$ cat src/rtl/montgomery_modexp.sv
// Constant-time modular exponentiation controller: result = base^exp mod (2^64-15),
// sequencing an external Montgomery multiplier through conversion, square-and-multiply and back-conversion.
module montgomery_modexp #(
    parameter int unsigned EXP_W     = 64,
    parameter int unsigned FLUSH_CYC = 8
) (
    input  logic             clk,
    input  logic             rst,
    input  logic [63:0]      base,
    input  logic [EXP_W-1:0] exp,
    input  logic             taken,
    output logic             ready_in,
    output logic [63:0]      result,
    output logic             ready_out,
    input  logic             given,
    output logic [63:0]      mul_a_bar,
    output logic [63:0]      mul_b_bar,
    output logic             mul_taken,
    input  logic             mul_ready_in,
    input  logic [63:0]      mul_out_bar,
    input  logic             mul_ready_out,
    output logic             mul_given
);

    localparam int unsigned DATA_W  = 64;
    localparam int unsigned BIT_W   = (EXP_W > 1) ? $clog2(EXP_W) : 1;
    localparam int unsigned FLUSH_W = $clog2(FLUSH_CYC + 1);

    // Montgomery domain constants for R = 2^64, N = 2^64 - 15
    localparam logic [DATA_W-1:0] ONE_BAR  = 64'hF;
    localparam logic [DATA_W-1:0] R2_MOD_N = 64'hE1;
    localparam logic [DATA_W-1:0] ONE      = 64'd1;

    typedef enum logic [2:0] {
        S_FLUSH,
        S_IDLE,
        S_ISSUE,
        S_WAIT,
        S_DONE
    } state_t;

    typedef enum logic [1:0] {
        OP_CONV_IN,
        OP_SQR,
        OP_MULB,
        OP_CONV_OUT
    } op_t;

    state_t             state_q, state_d;
    op_t                op_q, op_d;
    logic [FLUSH_W-1:0] flush_q, flush_d;
    logic [BIT_W-1:0]   bit_q, bit_d;
    logic [EXP_W-1:0]   exp_q, exp_d;
    logic [DATA_W-1:0]  acc_q, acc_d;
    logic [DATA_W-1:0]  base_bar_q, base_bar_d;
    logic [DATA_W-1:0]  a_q, a_d;
    logic [DATA_W-1:0]  b_q, b_d;
    logic [DATA_W-1:0]  result_q, result_d;

    logic               start_job;
    logic               ready_in_c;
    logic               mul_taken_c;
    logic               mul_given_c;

    // State and datapath registers
    always_ff @(posedge clk) begin
        if (rst) begin
            state_q    <= S_FLUSH;
            op_q       <= OP_CONV_IN;
            flush_q    <= '0;
            bit_q      <= '0;
            exp_q      <= '0;
            acc_q      <= '0;
            base_bar_q <= '0;
            a_q        <= '0;
            b_q        <= '0;
            result_q   <= '0;
        end else begin
            state_q    <= state_d;
            op_q       <= op_d;
            flush_q    <= flush_d;
            bit_q      <= bit_d;
            exp_q      <= exp_d;
            acc_q      <= acc_d;
            base_bar_q <= base_bar_d;
            a_q        <= a_d;
            b_q        <= b_d;
            result_q   <= result_d;
        end
    end

    // Next-state, operand sequencing and handshake decode
    always_comb begin
        state_d     = state_q;
        op_d        = op_q;
        flush_d     = flush_q;
        bit_d       = bit_q;
        exp_d       = exp_q;
        acc_d       = acc_q;
        base_bar_d  = base_bar_q;
        a_d         = a_q;
        b_d         = b_q;
        result_d    = result_q;
        start_job   = 1'b0;
        ready_in_c  = 1'b0;
        mul_taken_c = 1'b0;
        mul_given_c = 1'b0;

        case (state_q)
            S_FLUSH: begin
                mul_given_c = mul_ready_out;
                if (flush_q == FLUSH_W'(FLUSH_CYC - 1)) begin
                    state_d = S_IDLE;
                end else begin
                    flush_d = flush_q + FLUSH_W'(1);
                end
            end

            S_IDLE: begin
                ready_in_c  = 1'b1;
                mul_given_c = mul_ready_out;
                start_job   = taken;
            end

            S_ISSUE: begin
                mul_taken_c = mul_ready_in;
                if (mul_ready_in) begin
                    state_d = S_WAIT;
                end
            end

            S_WAIT: begin
                mul_given_c = mul_ready_out;
                if (mul_ready_out) begin
                    state_d = S_ISSUE;
                    case (op_q)
                        OP_CONV_IN: begin
                            base_bar_d = mul_out_bar;
                            op_d       = OP_SQR;
                            a_d        = acc_q;
                            b_d        = acc_q;
                        end
                        OP_SQR: begin
                            acc_d = mul_out_bar;
                            op_d  = OP_MULB;
                            a_d   = mul_out_bar;
                            // The multiply always runs; a clear bit multiplies by one
                            b_d   = exp_q[bit_q] ? base_bar_q : ONE_BAR;
                        end
                        OP_MULB: begin
                            acc_d = mul_out_bar;
                            a_d   = mul_out_bar;
                            if (bit_q == '0) begin
                                op_d = OP_CONV_OUT;
                                b_d  = ONE;
                            end else begin
                                op_d  = OP_SQR;
                                bit_d = bit_q - BIT_W'(1);
                                b_d   = mul_out_bar;
                            end
                        end
                        default: begin
                            result_d = mul_out_bar;
                            state_d  = S_DONE;
                        end
                    endcase
                end
            end

            S_DONE: begin
                ready_in_c = given;
                if (given) begin
                    state_d   = S_IDLE;
                    start_job = taken;
                end
            end

            default: begin
                state_d = S_FLUSH;
                flush_d = '0;
            end
        endcase

        // Job launch shared by IDLE and the DONE hand-over cycle
        if (start_job) begin
            state_d = S_ISSUE;
            op_d    = OP_CONV_IN;
            exp_d   = exp;
            acc_d   = ONE_BAR;
            bit_d   = BIT_W'(EXP_W - 1);
            a_d     = base;
            b_d     = R2_MOD_N;
        end
    end

    assign ready_in  = ready_in_c  & ~rst;
    assign mul_taken = mul_taken_c & ~rst;
    assign mul_given = mul_given_c & ~rst;
    assign ready_out = (state_q == S_DONE);
    assign result    = result_q;
    assign mul_a_bar = a_q;
    assign mul_b_bar = b_q;

endmodule

$ cat config.mk
export PLATFORM = sky130hd
export DESIGN_NAME = montgomery_modexp
export DESIGN_NICKNAME = d
export VERILOG_FILES = /design/src/rtl/montgomery_modexp.sv
export SDC_FILE = /design/constraint.sdc
export NUM_CORES = 1
export LEC_CHECK = 0
export CORE_MARGIN = 1.5
export CORE_UTILIZATION = 50
export CTS_CLUSTER_SIZE = 8
export DETAILED_ROUTE_END_ITERATION = 10
export GPL_ROUTABILITY_DRIVEN = 0
export PLACE_DENSITY_LB_ADDON = 0.25
export SYNTH_ARGS = -nofsm -noshare
export SYNTH_HDL_FRONTEND = slang
export SYNTH_SLANG_ARGS = --single-unit
$ cat constraint.sdc
create_clock -name clk -period 3.49 [get_ports clk]
set_clock_uncertainty 0.1 [all_clocks]
set_input_delay 0.5235 -clock clk [delete_from_list [all_inputs] [get_ports clk]]
set_output_delay 0.5235 -clock clk [all_outputs]
set_load 0.02 [all_outputs]
==> reports/qor.txt, run 1 <==
Clk Latency, worst-skew pair - 570 ps
total gr overflow - 0
Syn-to-layout area delta - 29.9%
final worst setup slack - 370 ps
initial core utilization - 50.7%
delay-heaviest family, CP - flip-flops
Hold Buf Count CTS - 0
FFs w/ async S/R, synth - 0%
Reg clk slew, reported paths - 50 ps
pre-CTS WS - 387 ps
end of the critical path - mul_b_bar[45]
hold path depth - 2
CTS buffer count - 55
reg2reg path depth - 6
DRC errors left - 0
drt wl/cell - 19.5 um
share of cells above drive strength 1 - 5.58%
CP Capture Type - flop
Worst R2R Start - bit_q[0]
chip width - 195 um
routed vias/inst - 6.05
Resize count post-CTS - 0
max_slew headroom - 35.6%
root buffer cell - clkbuf_16
nets - 2766
Synth cell types - 57
die area - 38200 um2
R2R setup slack - 370 ps
Max Cap Viol - 0
# IOs - 394
Crit path top cell by count - o22ai_1
initial antenna violation count - 1
Max stage delay on crit path - 950 ps
Die H - 195 um
DRT Pass-1 Iters - 5
Arr. time, crit path - 3450 ps
Max H-tree Level - 2
Critical Path Start Type - flop
first-pass GRT wire length - 93.4 mm
slowest CP cell - dfxtp_1
Synth Register Bits - 399
static leakage - 0.00759 uW
Comb power frac - 16.8%
Setup crit start - bit_q[0]
Area contributors post-synth - dfxtp_1, nand2_1, a21oi_1, o211ai_1, clkbuf_1
P_int - 8250 uW
vias - 18.3k
IO buf count - 393
antenna-violating nets left - 0
hold_ws - 328 ps
Worst Tran Pin Value - 964 ps
Placement Rows - 70
net count after synthesis - 2499
Final TNS setup - 0 ps
Tmin final - 3120 ps
global-route usage over all layers - 29.9%
setup violators final - 0
Avg Cell Area, Syn - 8.07 um2
Clock power frac - 40.8%
Buf/Inv on CP - 1
Post-Synthesis Cells - 2294
Final Cycle Share - 89.4%
Ant. Diodes - 0
largest net degree at the start of global routing - 130
clk sink count - 399
number of synthesized flops with an enable pin - 0
Seq/Total Area, Yosys - 43.2%
NetSw - 3240 uW
vias in the first global route - 17.6k
worst-case clock buffer depth - 3
synth cell count leaders - nand2_1, dfxtp_1, a21oi_1
Critical Path Fanout Max - 61
share of power burned in registers - 42.4%
Data required, critical path - 3820 ps
leading area contributor after synthesis - dfxtp_1
Hold Crit Class - input port to flop
worst vdd ir - 0.000420 V
area share of the largest cell type after synthesis - 43.2%
cell with the most instances after synthesis - nand2_1
CP Cell Sequence - mux4_2, mux2i_1, o22ai_1, a311oi_4, buf_12, o22ai_1
unrepaired setup endpoints after global routing - false
Post-Route WL - 59.1 mm
Crit path depth - 6
DR iter-0 viols - 1423
YS warnings - 0
switch share - 28.2%
Synth Flop Type - dfxtp_1
core area - 36500 um2
Post-Syn Area - 18500 um2
fmax - 321 MHz
status - finished clean
max-slew violation count - 0
Tot Pwr - 11500 uW
dpl hpwl - 36.6 mm
worst r2r dst - mul_b_bar[45]
Final Hold Viols - 0
setup bufs post-CTS - 0
Worst Setup Path Type - flop to flop
CTS tree - built
Pwr Density - 478 nW/um2
## how the worst min path moves through the flow
stage                           endpoint           start
final                         state_q[1]             rst
after global placement    base_bar_q[22]  base_bar_q[22]
after detailed placement  base_bar_q[26]  base_bar_q[26]
after floorplan                exp_q[33]       exp_q[33]
after CTS                     state_q[1]             rst
after global routing          state_q[1]             rst
## power by group through the flow
stage / clock [uW] / sequential [uW] / combinational (uW)
after CTS: 4740 / 4870 / 1910
after floorplan: 0 / 4880 / 1240
after global routing: 4960 / 4890 / 2060
after detailed placement: 0 / 4960 / 1900
after global placement: 0 / 4950 / 1870
final: 4690 / 4870 / 1930
## through the flow
stage          instances  util [%]  area, um2
2_1_floorplan       2294         -      18500
3_3_place_gp        2972      61.9      22600
3_5_place_dp        2972      61.9      22600
4_1_cts             3030      65.8      24000
5_1_grt             3030      65.8      24000
6_report            3030      65.8      24000
## logic make-up (layout without fill, tap and decap cells)
kind of cell             count (synthesis)  after routing  share of synthesized area (%)
adder cells (fa/ha/maj)                  7              7                          0.473
flip-flops                             399            399                           43.2
buffers and inverters                  230            498                           5.12
XOR/XNOR                                 5              5                          0.237
multiplexers                            83             83                           5.65
AND/OR/NAND/NOR                        899            899                           21.8
AO/OA/AOI/OAI                          671            671                           23.6
## worst register-to-register path, delay by kind of cell, from the launching register on
family	cells	cell delay, ps
buffers and inverters	1	380
flip-flops	1	950
AO/OA/AOI/OAI	3	680
multiplexers	2	860
## area by class of cell
cell class | instances | area, um2
Fill cell | 3004 | 12500
Multi-Input combinational cell | 1665 | 9640
Sequential cell | 399 | 7990
Timing Repair Buffer | 429 | 4360
Clock buffer | 58 | 1430
Tap cell | 468 | 586
Inverter | 11 | 41.3
## placed cells by master (no fill, tap or decap), types with 57 or more instances in the layout
master           count
clkbuf_16           57
a21oi_1            333
or3_1               61
dfxtp_1            399
o2111ai_1           58
and2_1              60
a221oi_1            57
nand2_1            652
clkdlybuf4s50_1    392
o211ai_1           126
nor3b_1             58
mux2i_1             64
## flip-flops by register name, indices dropped and copies added, names as in the netlist, 4 cells and up
name and cells:
flush_q 4, result 64, acc_q 64, mul_a_bar 64, mul_b_bar 64, exp_q 64
bit_q 6, base_bar_q 64
## routing by layer
layer  vias up  share of wire (%)  global-route usage [%]
met1      8788                 42                    38.3
met2       770                 48                    50.7
met3        98                7.6                    5.11
met5         -                  0                       0
li1       8676                  -                       -
met4         0                2.3                    10.7
Power figures use the tool's default switching activity.
==> run 2: changes to the inputs <==
SETUP_SLACK_MARGIN = 0.4   (was unset)
clock period = 3 ns   (was 3.49 ns; I/O delays follow)
==> run 2 against run 1 <==
Flip-flop and latch count unchanged. Clock power up 16%. Wire length is 1.9% higher. Via count grew 0.46%. Largest cell class unchanged. Core utilization increased by 1.1 points. Setup slack improved by 100 ps. Worst hold slack worse by 290 ps. Critical endpoint is now mul_b_bar[0]. Die area did not move. Critical path depth grew 2. Highest routed layer is now met5.
==> reports/qor.txt, run 2 (same netlist as run 1, synthesis figures left out) <==
Finished Core Util - 67.0% (was 65.8%)
vias - 18.4k (was 18.3k)
Final TNS setup - 0 ps (unchanged)
Critical Path Start Type - flop (unchanged)
dpl hpwl - 37.3 mm (was 36.6 mm)
commonest non-fill, non-tap cell in the layout - nand2_1 (unchanged)
IO buf count - 393 (unchanged)
delay-heaviest family, CP - multiplexers (was flip-flops)
status - finished clean (unchanged)
Max Cap Viol - 0 (unchanged)
nets - 2788 (was 2766)
static leakage - 0.00780 uW (was 0.00759 uW)
end of the critical path - mul_b_bar[0] (was mul_b_bar[45])
Buf/Inv on CP - 3 (was 1)
die area - 38200 um2 (unchanged)
Worst Setup Path Type - flop to flop (unchanged)
Crit path top cell by count - buf_12 (was o22ai_1)
initial antenna violation count - 1 (unchanged)
clk sink count - 399 (unchanged)
Final Hold Viols - 0 (unchanged)
Placement Rows - 70 (unchanged)
Critical Path Fanout Max - 16 (was 61)
initial core utilization - 50.7% (unchanged)
CTS buffer count - 55 (unchanged)
Arr. time, crit path - 2970 ps (was 3450 ps)
chip width - 195 um (unchanged)
DR iter-0 viols - 1646 (was 1423)
drt wl/cell - 19.7 um (was 19.5 um)
non-filler cells in the finished layout - 3053 (was 3030)
max_slew headroom - 24.4% (was 35.6%)
beginning of the worst hold path - rst (unchanged)
global-route usage over all layers - 30.4% (was 29.9%)
max-slew violation count - 0 (unchanged)
Clk Latency, worst-skew pair - 600 ps (was 570 ps)
routed vias/inst - 6.03 (was 6.05)
unrepaired setup endpoints after global routing - false (unchanged)
placed cells - 2990 (was 2972)
first-pass GRT wire length - 94.1 mm (was 93.4 mm)
Ant. Diodes - 0 (unchanged)
vias in the first global route - 17.8k (was 17.6k)
largest net degree at the start of global routing - 103 (was 130)
DRT Pass-1 Iters - 5 (unchanged)
Max H-tree Level - 2 (unchanged)
hold_ws - 37.7 ps (was 328 ps)
Data required, critical path - 3440 ps (was 3820 ps)
Syn-to-layout area delta - 32.2% (was 29.9%)
worst-case clock buffer depth - 3 (unchanged)
DRC errors left - 0 (unchanged)
most frequent cells in the layout - nand2_1, dfxtp_1, clkdlybuf4s50_1 (unchanged)
reg2reg path depth - 8 (was 6)
slowest CP cell - mux4_2 (was dfxtp_1)
Worst Tran Pin Value - 1130 ps (was 964 ps)
worst r2r dst - mul_b_bar[0] (was mul_b_bar[45])
CP Cell Sequence - buf_12, mux4_2, mux2i_1, nand2_1, a311oi_4, buf_6, buf_12, o2111a_1 (was mux4_2, mux2i_1, o22ai_1, a311oi_4, buf_12, o22ai_1)
share of cells above drive strength 1 - 7.20% (was 5.58%)
CTS tree - built (unchanged)
total gr overflow - 0 (unchanged)
CP Capture Type - flop (unchanged)
Pwr Density - 558 nW/um2 (was 478 nW/um2)
Post-Route WL - 60.2 mm (was 59.1 mm)
core area - 36500 um2 (unchanged)
setup violators final - 0 (unchanged)
fill cell count - 3001 (was 3004)
antenna-violating nets left - 0 (unchanged)
Hold Crit Class - input port to flop (unchanged)
worst vdd ir - 0.000435 V (was 0.000420 V)
# IOs - 394 (unchanged)
Crit path depth - 8 (was 6)
hold path depth - 2 (unchanged)
Setup crit start - bit_q[0] (unchanged)
root buffer cell - clkbuf_16 (unchanged)
fmax - 395 MHz (was 321 MHz)
Die H - 195 um (unchanged)
register area - 8000 um2 (was 7990 um2)
Max stage delay on crit path - 500 ps (was 950 ps)
R2R setup slack - 470 ps (was 370 ps)
multi-input logic area - 9720 um2 (was 9640 um2)
Final Cycle Share - 84.3% (was 89.4%)
Worst R2R Start - bit_q[0] (unchanged)
Reg clk slew, reported paths - 50 ps (about the same)
Tmin final - 2530 ps (was 3120 ps)
Tot Pwr - 13600 uW (was 11500 uW)
-- run 2: how the worst min path moves through the flow --
stage,endpoint
floorplan,exp_q[33]
global placement,base_bar_q[20]
detailed placement,base_bar_q[37]
CTS,exp_q[18]
global route,bit_q[2]
finish,exp_q[19]
-- run 2: cell type report --
class                   instances  share of cell area (%)
well taps                     468                    2.39
clock buffers                  57                    5.74
repair buffers                451                    19.2
flip-flops and latches        399                    32.7
clock inverters                 2                   0.102
inverters                      11                   0.169
multi-input cells            1665                    39.7
-- run 2: repair_timing --
item / in CTS / in global routing
setup buffers: 0 / 2
cloned: 0 / 2
pin swaps: 0 / 1
hold buffers: 0 / 0
resized for setup: 9 / 21
setup endpoints to repair: 70 / 62
-- run 2: per-layer routing --
metal	track usage (%)	routed length (um)	share of wire [%]	vias up
met4	12.0	1580	2.6	2
met5	0	15	0.025	-
met2	50.6	28700	48	765
met1	38.8	25300	42	8787
met3	5.80	4560	7.6	114
li1	-	-	-	8748
-- run 2: through the flow --
step | cell area (um2) | worst slack [ps]
2_1_floorplan | 18500 | 511
5_1_grt | 24500 | 383
3_5_place_dp | 22900 | 209
6_report | 24500 | 470
4_1_cts | 24300 | 327
3_3_place_gp | 22900 | 287
-- run 2: where the power goes --
group          switching (uW)  internal, uW  leakage, uW
Sequential                164          5480      0.00322
Combinational            1540          1020      0.00388
Clock                    2200          3250     0.000703
Total                    3900          9740      0.00780
==> run 3: changes to the inputs <==
clock period = 2.5 ns   (was 3 ns; I/O delays follow)
==> run 3 against run 2 <==
Worst hold slack better by 180 ps. Core utilization is 6.9 points higher. Highest routed layer unchanged. Critical path depth stayed put. Non-clock buffer count is 96 higher. First-iteration DRC count is 17% higher. Final area is 10% higher. Power is 31% higher. Global-route usage is 2.3 points higher. Register-to-register slack worse by 470 ps.
==> reports/qor.txt, run 3 (same netlist as run 1, synthesis figures left out) <==
Die H - 195 um (unchanged)
status - finished clean (unchanged)
max_slew headroom - 37.5% (was 24.4%)
largest net degree at the start of global routing - 88 (was 103)
Syn-to-layout area delta - 45.7% (was 32.2%)
Tot Pwr - 17900 uW (was 13600 uW)
IO buf count - 393 (unchanged)
first-pass GRT wire length - 99.5 mm (was 94.1 mm)
Critical Path Fanout Max - 9 (was 16)
DR iter-0 viols - 1932 (was 1646)
CTS buffer count - 55 (unchanged)
vias - 19.7k (was 18.4k)
worst vdd ir - 0.000591 V (was 0.000435 V)
Ant. Diodes - 0 (unchanged)
multi-input logic area - 10500 um2 (was 9720 um2)
antenna-violating nets left - 0 (unchanged)
static leakage - 0.00995 uW (was 0.00780 uW)
Final Hold Viols - 0 (unchanged)
slowest CP cell - mux4_1 (was mux4_2)
Final Cycle Share - 100% (was 84.3%)
CP Capture Type - flop (unchanged)
Post-Route WL - 70.8 mm (was 60.2 mm)
global-route usage over all layers - 32.6% (was 30.4%)
reg2reg path depth - 8 (unchanged)
initial core utilization - 50.7% (unchanged)
WHS Endpoint - exp_q[30] (was exp_q[19])
Critical Path Start Type - flop (unchanged)
Placement Rows - 70 (unchanged)
Hold Crit Class - input port to flop (unchanged)
final worst setup slack - 1.23 ps (was 470 ps)
setup violators final - 0 (unchanged)
register area - 8010 um2 (was 8000 um2)
Worst Setup Path Type - flop to flop (unchanged)
Worst Tran Pin Value - 937 ps (was 1130 ps)
Arr. time, crit path - 2870 ps (was 2970 ps)
nets - 2884 (was 2788)
DRT Pass-1 Iters - 5 (unchanged)
Clk Latency, worst-skew pair - 610 ps (was 600 ps)
core area - 36500 um2 (unchanged)
Max stage delay on crit path - 590 ps (was 500 ps)
vias in the first global route - 18.5k (was 17.8k)
dpl hpwl - 39.2 mm (was 37.3 mm)
max-slew violation count - 0 (unchanged)
Max H-tree Level - 2 (unchanged)
CTS tree - built (unchanged)
non-filler cells in the finished layout - 3149 (was 3053)
unrepaired setup endpoints after global routing - true (was false)
Hold Buf Count CTS - 0 (unchanged)
initial antenna violation count - 1 (unchanged)
# IOs - 394 (unchanged)
Data required, critical path - 2870 ps (was 3440 ps)
clk sink count - 399 (unchanged)
total gr overflow - 0 (unchanged)
CP Cell Sequence - buf_12, mux4_1, o22ai_2, a2111oi_4, a311oi_4, buf_12, clkbuf_16, o22ai_1 (was buf_12, mux4_2, mux2i_1, nand2_1, a311oi_4, buf_6, buf_12, o2111a_1)
Tmin final - 2500 ps (was 2530 ps)
routed vias/inst - 6.25 (was 6.03)
Pwr Density - 664 nW/um2 (was 558 nW/um2)
commonest non-fill, non-tap cell in the layout - nand2_1 (unchanged)
Max Cap Viol - 0 (unchanged)
share of cells above drive strength 1 - 14.4% (was 7.20%)
worst r2r dst - mul_b_bar[40] (was mul_b_bar[0])
Worst R2R Start - bit_q[0] (unchanged)
worst-case clock buffer depth - 3 (unchanged)
beginning of the worst hold path - exp[30] (was rst)
DRC errors left - 0 (unchanged)
R2R setup slack - 1 ps (was 470 ps)
fill cell count - 2563 (was 3001)
pre-CTS WS - -19.8 ps (was 209 ps)
chip width - 195 um (unchanged)
most frequent cells in the layout - nand2_1, dfxtp_1, a21oi_1 (was nand2_1, dfxtp_1, clkdlybuf4s50_1)
placed cells - 3027 (was 2990)
Crit path top cell by count - buf_12 (unchanged)
die area - 38200 um2 (unchanged)
root buffer cell - clkbuf_16 (unchanged)
Reg clk slew, reported paths - 50 ps (about the same)
drt wl/cell - 22.5 um (was 19.7 um)
fmax - 400 MHz (was 395 MHz)
hold path depth - 3 (was 2)
-- run 3: worst max-delay path by stage --
stage,end,from,cells after the start,slack [ps]
after global placement,mul_a_bar[0],given,7,20
after floorplan,mul_b_bar[62],bit_q[0],8,180
after detailed placement,exp_q[1],given,6,-20
after global routing,bit_q[4],bit_q[0],11,-90
final,mul_b_bar[40],bit_q[0],8,1
after CTS,mul_b_bar[58],bit_q[0],8,20
-- run 3: final cells by class --
type,count,area share (%)
Timing Repair Buffer,547,23.7
Tap cell,468,2.17
Sequential cell,399,29.7
Clock inverter,2,0.0928
Multi-Input combinational cell,1665,38.9
Clock buffer,57,5.21
Inverter,11,0.181
-- run 3: power breakdown --
part	switching, uW	total (uW)	internal (uW)
clock network	2720	6620	3900
logic	2460	4520	2070
registers	198	6780	6580
-- run 3: through the flow --
| step | TNS (ps) | area [um2] | hold WS (ps) | util (%) |
|---|---|---|---|---|
| floorplan | 0 | 18800 | 332 | - |
| global placement | 0 | 23500 | 337 | 64.4 |
| detailed placement | -105 | 23500 | 342 | 64.4 |
| CTS | 0 | 25600 | 156 | 70.0 |
| global route | -1250 | 27000 | 224 | 73.8 |
| finish | 0 | 27000 | 217 | 73.8 |
-- run 3: critical path: cells and delay by family (launching register included) --
kind            cells  cell delay [ps]
mux                 1              590
compound gates      4              730
flops               1              380
buf+inv             3              550
-- run 3: routing by layer --
metal  wire length, um  track usage [%]
met1             27500             41.0
met2             33600             54.8
met3              6300             5.84
met4              3490             14.4
met5                 4                0
-- run 3: timing repair --
item	CTS	global route
setup buffers	18	19
endpoints found under the setup margin	230	235
resized for setup	75	206
pin swaps	18	26
gates cloned	9	17
